**config.mk**
```make
export PLATFORM = sky130hd
export DESIGN_NAME = csi_lane_deskew_merger
export DESIGN_NICKNAME = d
export VERILOG_FILES = /design/src/rtl/csi_lane_deskew_merger.sv
export SDC_FILE = /design/constraint.sdc
export NUM_CORES = 1
export LEC_CHECK = 0
export CAP_MARGIN = 20
export CORE_MARGIN = 10
export CORE_UTILIZATION = 55
export CTS_BUF_LIST = sky130_fd_sc_hd__clkbuf_8
export CTS_CLUSTER_DIAMETER = 150
export DETAILED_ROUTE_END_ITERATION = 10
export PLACE_DENSITY_LB_ADDON = 0.08
export SLEW_MARGIN = 30
export SYNTH_ARGS = -nofsm -noshare
export SYNTH_HDL_FRONTEND = slang
export SYNTH_SLANG_ARGS = --single-unit
```
**constraint.sdc**
```tcl
create_clock -name hs_clk -period 5.8 [get_ports hs_clk]
set_input_delay 0.87 -clock hs_clk [delete_from_list [all_inputs] [get_ports hs_clk]]
set_output_delay 0.87 -clock hs_clk [all_outputs]
set_load 0.01 [all_outputs]
```
**src/rtl/csi_lane_deskew_merger.sv**
```systemverilog
// Multi-lane CSI-2 HS receiver front end: per-lane SoT detection, inter-lane deskew,
// and merge of aligned lane bytes into sop/eop-delimited words behind a FWFT output FIFO.
module csi_lane_deskew_merger #(
  parameter int         LANES      = 4,
  parameter int         SKEW_MAX   = 4,
  parameter int         FIFO_DEPTH = 16,
  parameter logic [7:0] SYNC_BYTE  = 8'hB8
) (
  input  logic               hs_clk,
  input  logic               rst,
  input  logic [LANES-1:0]   lane_en,
  input  logic [8*LANES-1:0] lane_data,
  input  logic [LANES-1:0]   lane_valid,
  output logic [8*LANES-1:0] out_data,
  output logic [LANES-1:0]   out_byte_en,
  output logic               out_valid,
  input  logic               out_ready,
  output logic               out_sop,
  output logic               out_eop,
  output logic               skew_err,
  output logic               ovf_err,
  input  logic               err_clr,
  output logic               busy
);

  localparam int W   = 8 * LANES;
  localparam int SPW = (SKEW_MAX > 1) ? $clog2(SKEW_MAX) : 1;
  localparam int SCW = $clog2(SKEW_MAX + 1);
  localparam int FPW = $clog2(FIFO_DEPTH);

  typedef enum logic [1:0] {IDLE, HUNT, STREAM, WAIT_IDLE} state_t;
  state_t state, state_nxt;

  logic [LANES-1:0] lane_seen, armed, arm_ok, arm_hit, sb_push, sb_ne, sb_full, sb_wr;
  logic [SCW-1:0]   cnt, cnt_inc;
  logic [W-1:0]     word_asm, stage_data;
  logic             stage_v, stage_sop, first_word;
  logic             all_ne, all_armed, lv_idle, sb_ovf;
  logic             latch_en, flush, clr_arm, pop_word, fifo_push, push_eop, skew_evt;

  logic [7:0]       sb_mem [LANES][SKEW_MAX];
  logic [SPW-1:0]   sb_wp  [LANES];
  logic [SPW-1:0]   sb_rp  [LANES];
  logic [SCW-1:0]   sb_cnt [LANES];

  logic [W+1:0]     fifo_mem [FIFO_DEPTH];
  logic [FPW-1:0]   f_wp, f_rp;
  logic [FPW:0]     f_cnt;
  logic             f_full, f_pop, f_wr, fifo_drop;
  logic [W+1:0]     f_head;

  function automatic logic [SPW-1:0] wrap_inc(input logic [SPW-1:0] p);
    return (p == SPW'(SKEW_MAX - 1)) ? '0 : p + 1'b1;
  endfunction

  // A lane arms only on a sync byte that opens its burst (lane_valid was low the cycle before).
  always_comb begin
    // NOTE: every combinational output gets a default first so no latch is inferred.
    arm_hit  = '0;
    sb_push  = '0;
    sb_ne    = '0;
    sb_full  = '0;
    word_asm = '0;
    arm_ok   = (state == IDLE) ? lane_en : ((state == HUNT) ? out_byte_en : '0);
    for (int i = 0; i < LANES; i++) begin
      sb_ne[i]   = sb_cnt[i] != '0;
      sb_full[i] = sb_cnt[i] == SCW'(SKEW_MAX);
      arm_hit[i] = lane_valid[i] & ~lane_seen[i] & arm_ok[i] &
                   (lane_data[8*i +: 8] == SYNC_BYTE);
      sb_push[i] = armed[i] & lane_valid[i] & ((state == HUNT) || (state == STREAM));
      if (out_byte_en[i]) word_asm[8*i +: 8] = sb_mem[i][sb_rp[i]];
    end
    all_ne    = &(sb_ne | ~out_byte_en);
    all_armed = &(armed | arm_hit | ~out_byte_en);
    lv_idle   = ~|(lane_valid & out_byte_en);
    sb_ovf    = |(sb_push & sb_full);
    cnt_inc   = SCW'(cnt + 1'b1);
  end

  always_ff @(posedge hs_clk) begin
    // NOTE: sequential state uses <= so every register samples pre-edge values.
    if (rst) state <= IDLE;
    else     state <= state_nxt;
  end

  always_comb begin
    state_nxt = state;
    latch_en  = 1'b0;
    flush     = 1'b0;
    clr_arm   = 1'b0;
    pop_word  = 1'b0;
    fifo_push = 1'b0;
    push_eop  = 1'b0;
    skew_evt  = 1'b0;
    unique case (state)
      IDLE: if (|arm_hit) begin
        state_nxt = HUNT;
        latch_en  = 1'b1;
      end
      HUNT: begin
        if (sb_ovf || (cnt_inc >= SCW'(SKEW_MAX) && !all_armed) ||
            (all_armed && cnt_inc >= SCW'(SKEW_MAX))) begin
          skew_evt  = 1'b1;
          flush     = 1'b1;
          clr_arm   = 1'b1;
          state_nxt = WAIT_IDLE;
        end else if (all_armed) begin
          state_nxt = STREAM;
        end
      end
      STREAM: begin
        if (all_ne) begin
          pop_word  = 1'b1;
          fifo_push = stage_v;
        end else if (sb_ovf) begin
          skew_evt  = 1'b1;
          flush     = 1'b1;
          clr_arm   = 1'b1;
          state_nxt = WAIT_IDLE;
        end else if (lv_idle) begin
          // Residual bytes on lanes that ran longer are discarded with the flush.
          fifo_push = stage_v;
          push_eop  = 1'b1;
          flush     = 1'b1;
          clr_arm   = 1'b1;
          state_nxt = IDLE;
        end
      end
      WAIT_IDLE: if (lv_idle) state_nxt = IDLE;
      default: state_nxt = IDLE;
    endcase
  end

  always_ff @(posedge hs_clk) begin
    if (rst) begin
      lane_seen   <= '1;
      armed       <= '0;
      cnt         <= '0;
      out_byte_en <= '0;
      first_word  <= 1'b0;
      stage_v     <= 1'b0;
      stage_sop   <= 1'b0;
      stage_data  <= '0;
      skew_err    <= 1'b0;
      ovf_err     <= 1'b0;
    end else begin
      lane_seen <= lane_valid;
      armed     <= clr_arm ? '0 : (armed | arm_hit);
      cnt       <= latch_en ? '0 : ((state == HUNT) ? cnt_inc : cnt);
      if (latch_en) begin
        out_byte_en <= lane_en;
        first_word  <= 1'b1;
      end
      if (pop_word) begin
        stage_data <= word_asm;
        stage_sop  <= first_word;
        stage_v    <= 1'b1;
        first_word <= 1'b0;
      end else if (flush) begin
        stage_v <= 1'b0;
      end
      skew_err <= skew_evt  | (skew_err & ~err_clr);
      ovf_err  <= fifo_drop | (ovf_err  & ~err_clr);
    end
  end

  // A full skew buffer still accepts a byte in a cycle that also pops it.
  always_comb begin
    for (int i = 0; i < LANES; i++)
      sb_wr[i] = sb_push[i] & ~flush & (~sb_full[i] | (pop_word & out_byte_en[i]));
  end

  always_ff @(posedge hs_clk) begin
    for (int i = 0; i < LANES; i++) begin
      if (rst || flush) begin
        sb_wp[i]  <= '0;
        sb_rp[i]  <= '0;
        sb_cnt[i] <= '0;
      end else begin
        if (sb_wr[i]) sb_wp[i] <= wrap_inc(sb_wp[i]);
        if (pop_word && out_byte_en[i]) sb_rp[i] <= wrap_inc(sb_rp[i]);
        if (sb_wr[i] && !(pop_word && out_byte_en[i]))      sb_cnt[i] <= sb_cnt[i] + 1'b1;
        else if (!sb_wr[i] && pop_word && out_byte_en[i]) sb_cnt[i] <= sb_cnt[i] - 1'b1;
      end
    end
  end

  // NOTE: storage arrays are not reset; pointers and counts alone define valid contents.
  always_ff @(posedge hs_clk) begin
    for (int i = 0; i < LANES; i++)
      if (sb_wr[i]) sb_mem[i][sb_wp[i]] <= lane_data[8*i +: 8];
    if (f_wr) fifo_mem[f_wp] <= {stage_sop, push_eop, stage_data};
  end

  assign f_full    = f_cnt == (FPW+1)'(FIFO_DEPTH);
  assign f_pop     = out_valid & out_ready;
  assign f_wr      = fifo_push & (~f_full | f_pop);
  assign fifo_drop = fifo_push & f_full & ~f_pop;

  always_ff @(posedge hs_clk) begin
    if (rst) begin
      f_wp  <= '0;
      f_rp  <= '0;
      f_cnt <= '0;
    end else begin
      if (f_wr)  f_wp <= f_wp + 1'b1;
      if (f_pop) f_rp <= f_rp + 1'b1;
      if (f_wr && !f_pop)      f_cnt <= f_cnt + 1'b1;
      else if (!f_wr && f_pop) f_cnt <= f_cnt - 1'b1;
    end
  end

  assign f_head    = fifo_mem[f_rp];
  assign out_valid = f_cnt != '0;
  assign out_data  = out_valid ? f_head[W-1:0] : '0;
  assign out_sop   = out_valid & f_head[W+1];
  assign out_eop   = out_valid & f_head[W];
  assign busy      = state != IDLE;

endmodule

```
==> results.yml <==
timing:
  slew_headroom_pct: 37.8
  hold_violations: 0
  fin_tns_setup_ps: 0
  fin_crit_sh_pct: 77.1
  timing.final.crit_period_ps: 4470
  worst_slew_pin_slew_ps: 932
  max_clock_freq_ghz: 0.224
  setup_violations: 0
  rsz0062_at_grt: "no"
  maxSlewViolCount: 0
  skew_ps: 27.3
  layout_setup_ws_ps: 1330
  hold_ws_ps: 481
cts:
  cts_sinks: 771
  cts_made_buffers: 119
  htree_levels: 3
  path_clk_slew_ps: 70
  cts_tree: "built"
  clk_path_buf_depth: 3
  clkLatencyLatePin_ps: 710
  cts.repair.resized: 0
  cts_setup_buffers: 0
  cts-root-buf: "clkbuf_8"
  cts_hold_buf: 0
global_routing:
  grt_first_pass_wirelength_um: 99300
  grt_max_degree: 109
  grt-ovfl-total: 0
  antenna_found_initial: 1
  grt_pass1_vias: 16200
  grt_util_all_layers_pct: 19.9
final_layout:
  antennaDiodeCount: 0
  synthToLayoutAreaGrowth_pct: 13.3
  drive_gt1_share_pct: 23.5
  final_nets: 1824
  instances_no_fill: 2579
flow_run:
  maxCapViolations: 0
setup_path:
  worstRegToRegCells: 16
  r2r_end: "f_cnt[4]"
  cp-start-kind: "flip-flop"
  r2r-start: "state[0]"
  cp.arrival_ps: 3600
  crit_type: "reg2out"
  required_ps: 4930
  crit_fanout: 108
  worstSetupEndpointType: "output pin"
  regToRegSetupSlack_ps: 1700
synthesis:
  ys_warn_count: 0
  synth.distinct_cells: 69
  ys_seq_area_share_pct: 73.1
  synthArstFlopShare_pct: 0
  synth_edf_count: 700
  synth_nets: 1673
  synth_ff_type: "edfxtp_1"
  synth_seq_cells: 771
  syn_area_mm2: 0.0307
  synthCells: 1584
  avgSynthCellArea_um2: 19.4
floorplanning:
  rows: 86
  ios: 86
  fp.coreArea_mm2: 0.0552
  die_area_mm2: 0.0657
  fp.dieH_um: 256
  die_w_um: 256
  initial_core_util_pct: 55.6
route:
  first_iter_violations: 1303
  vias: 15200
  wl_met1_um: 26700
  route.detailed.drc: 0
  via_per_inst: 5.91
  wl_um: 64500
  drt_pass1_iterations: 6
  routed.top_layer: "met4"
  routedWlPerCell_um: 25.0
  ant_nets: 0
  wl_met2_um: 32000
  dr_wl_met3_um: 4390
power_and_ir_drop:
  p_leak_uw: 0.0113
  power.density_mw_per_mm2: 366
  power_uw: 12700
  ir_drop_v: 0.000205
placed_design:
  pre_cts_ws_ps: 1370
  portBuffers: 85
  gp_congestion: 0.848
  dp_hpwl_um: 37900
  dp_cells: 2362
hold_path:
  hold_class: "reg2reg"
  whs_endpoint: "ovf_err"
  hold_depth: 2
  min_from: "ovf_err"
run_status:
  status: "complete, no violations"
[per-layer routing]
layer | GRT usage, % | up-vias
li1 | - | 6717
met1 | 27.0 | 7919
met2 | 32.4 | 487
met3 | 4.22 | 121
met4 | 5.72 | 0
met5 | 0 | -
[cells by family (layout without fill, tap and decap cells)]
| family | count (synthesis) | after routing | synth area share (%) |
|---|---|---|---|
| flops | 771 | 771 | 73.1 |
| simple gates | 319 | 319 | 5.63 |
| mux | 214 | 214 | 15.2 |
| buf+inv | 124 | 371 | 1.61 |
| compound gates | 100 | 100 | 2.25 |
| fa+ha+maj | 45 | 45 | 1.88 |
| xor+xnor | 11 | 11 | 0.314 |
[through the flow]
step / util (%) / cell area [um2]
6_report: 63.0 / 34800
4_1_cts: 63.0 / 34800
3_3_place_gp: 58.7 / 32400
5_1_grt: 63.0 / 34800
2_1_floorplan: - / 30700
3_5_place_dp: 58.8 / 32400
[state kept, by name (all words and copies together) (netlist names), 5 cells and up, named ones only]
signal,count
fifo_mem,544
sb_rp,8
sb_cnt,12
stage_data,32
f_cnt,5
sb_wp,8
sb_mem,128
[placed cells by master (no fill, tap or decap), drive strengths merged, types with 4 or more instances in the layout]
cell / n
nor2: 55
nand2b: 12
nor2b: 12
mux2i: 11
bufinv: 7
dfxtp: 71
a211oi: 4
nand4: 6
clkinv: 35
xnor2: 4
mux4: 202
a31oi: 4
a21oi: 52
and2: 41
nand3: 43
buf: 24
or2: 6
edfxtp: 700
clkdlybuf4s50: 84
xor2: 7
nor4: 10
nor4b: 4
nor3: 8
o21ai: 7
ha: 43
nand3b: 5
or3: 10
clkbuf: 130
and3: 19
nand2: 65
inv: 88
nand4b: 6
nor3b: 4
[worst max-delay path by stage]
stage	start	depth (start not counted)	slack [ps]	end
2_1_floorplan	state[0]	8	1250	fifo_mem[3][0]
3_3_place_gp	lane_valid[2]	15	1430	f_cnt[4]
3_5_place_dp	lane_valid[2]	15	1370	f_cnt[4]
4_1_cts	flip-flop	5	1210	out_data[26]
5_1_grt	flip-flop	5	1120	out_data[30]
6_report	flip-flop	5	1330	out_data[26]
[critical path, cell delays in order (launching register included)]
cell and delay (ps):
dfxtp_4 630, buf_12 510, mux4_2 430, mux4_2 530
and2_1 180, clkdlybuf4s50_1 480
[power by group]
group	switching (uW)	internal (uW)	leakage [uW]	total (uW)
clock network	2020	2370	0.00136	4390
registers	88.9	6030	0.00704	6120
logic	978	1250	0.00287	2220
total	3090	9640	0.0113	12700
[Yosys cell counts, types with 3 or more instances]
library cell | instances | share of area, %
nor3b_1 | 4 | 0.098
and3_1 | 18 | 0.37
inv_1 | 46 | 0.56
nand3b_1 | 5 | 0.12
a21oi_1 | 51 | 0.83
nor4b_1 | 4 | 0.11
mux2i_1 | 11 | 0.36
nand2_1 | 65 | 0.79
and4b_1 | 3 | 0.098
nor4_1 | 9 | 0.18
a31oi_1 | 4 | 0.082
nor3_1 | 8 | 0.13
or2_2 | 6 | 0.12
xnor2_1 | 4 | 0.11
and3b_1 | 3 | 0.086
and2_1 | 41 | 0.84
or3_1 | 10 | 0.20
a311o_1 | 3 | 0.098
edfxtp_1 | 700 | 68
a2111oi_2 | 3 | 0.15
mux4_2 | 202 | 15
nand4b_1 | 6 | 0.17
buf_2 | 13 | 0.21
xor2_1 | 7 | 0.20
nand3_1 | 43 | 0.70
dfxtp_1 | 71 | 4.6
nand2b_1 | 12 | 0.24
clkbuf_1 | 50 | 0.61
o21ai_0 | 7 | 0.11
nor2_1 | 55 | 0.67
ha_1 | 43 | 1.8
buf_1 | 13 | 0.16
nor2b_1 | 12 | 0.24
nand4_1 | 6 | 0.12
[cell type report]
cell class | count | area (um2)
multi-input combinational | 689 | 7820
sequential | 771 | 22500
clock buffer | 130 | 1790
fill | 3842 | 20400
tap | 748 | 936
inverter | 46 | 173
clock inverter | 87 | 553
timing repair buffer | 108 | 1060
Note: power is estimated with default switching activity, not from simulation.
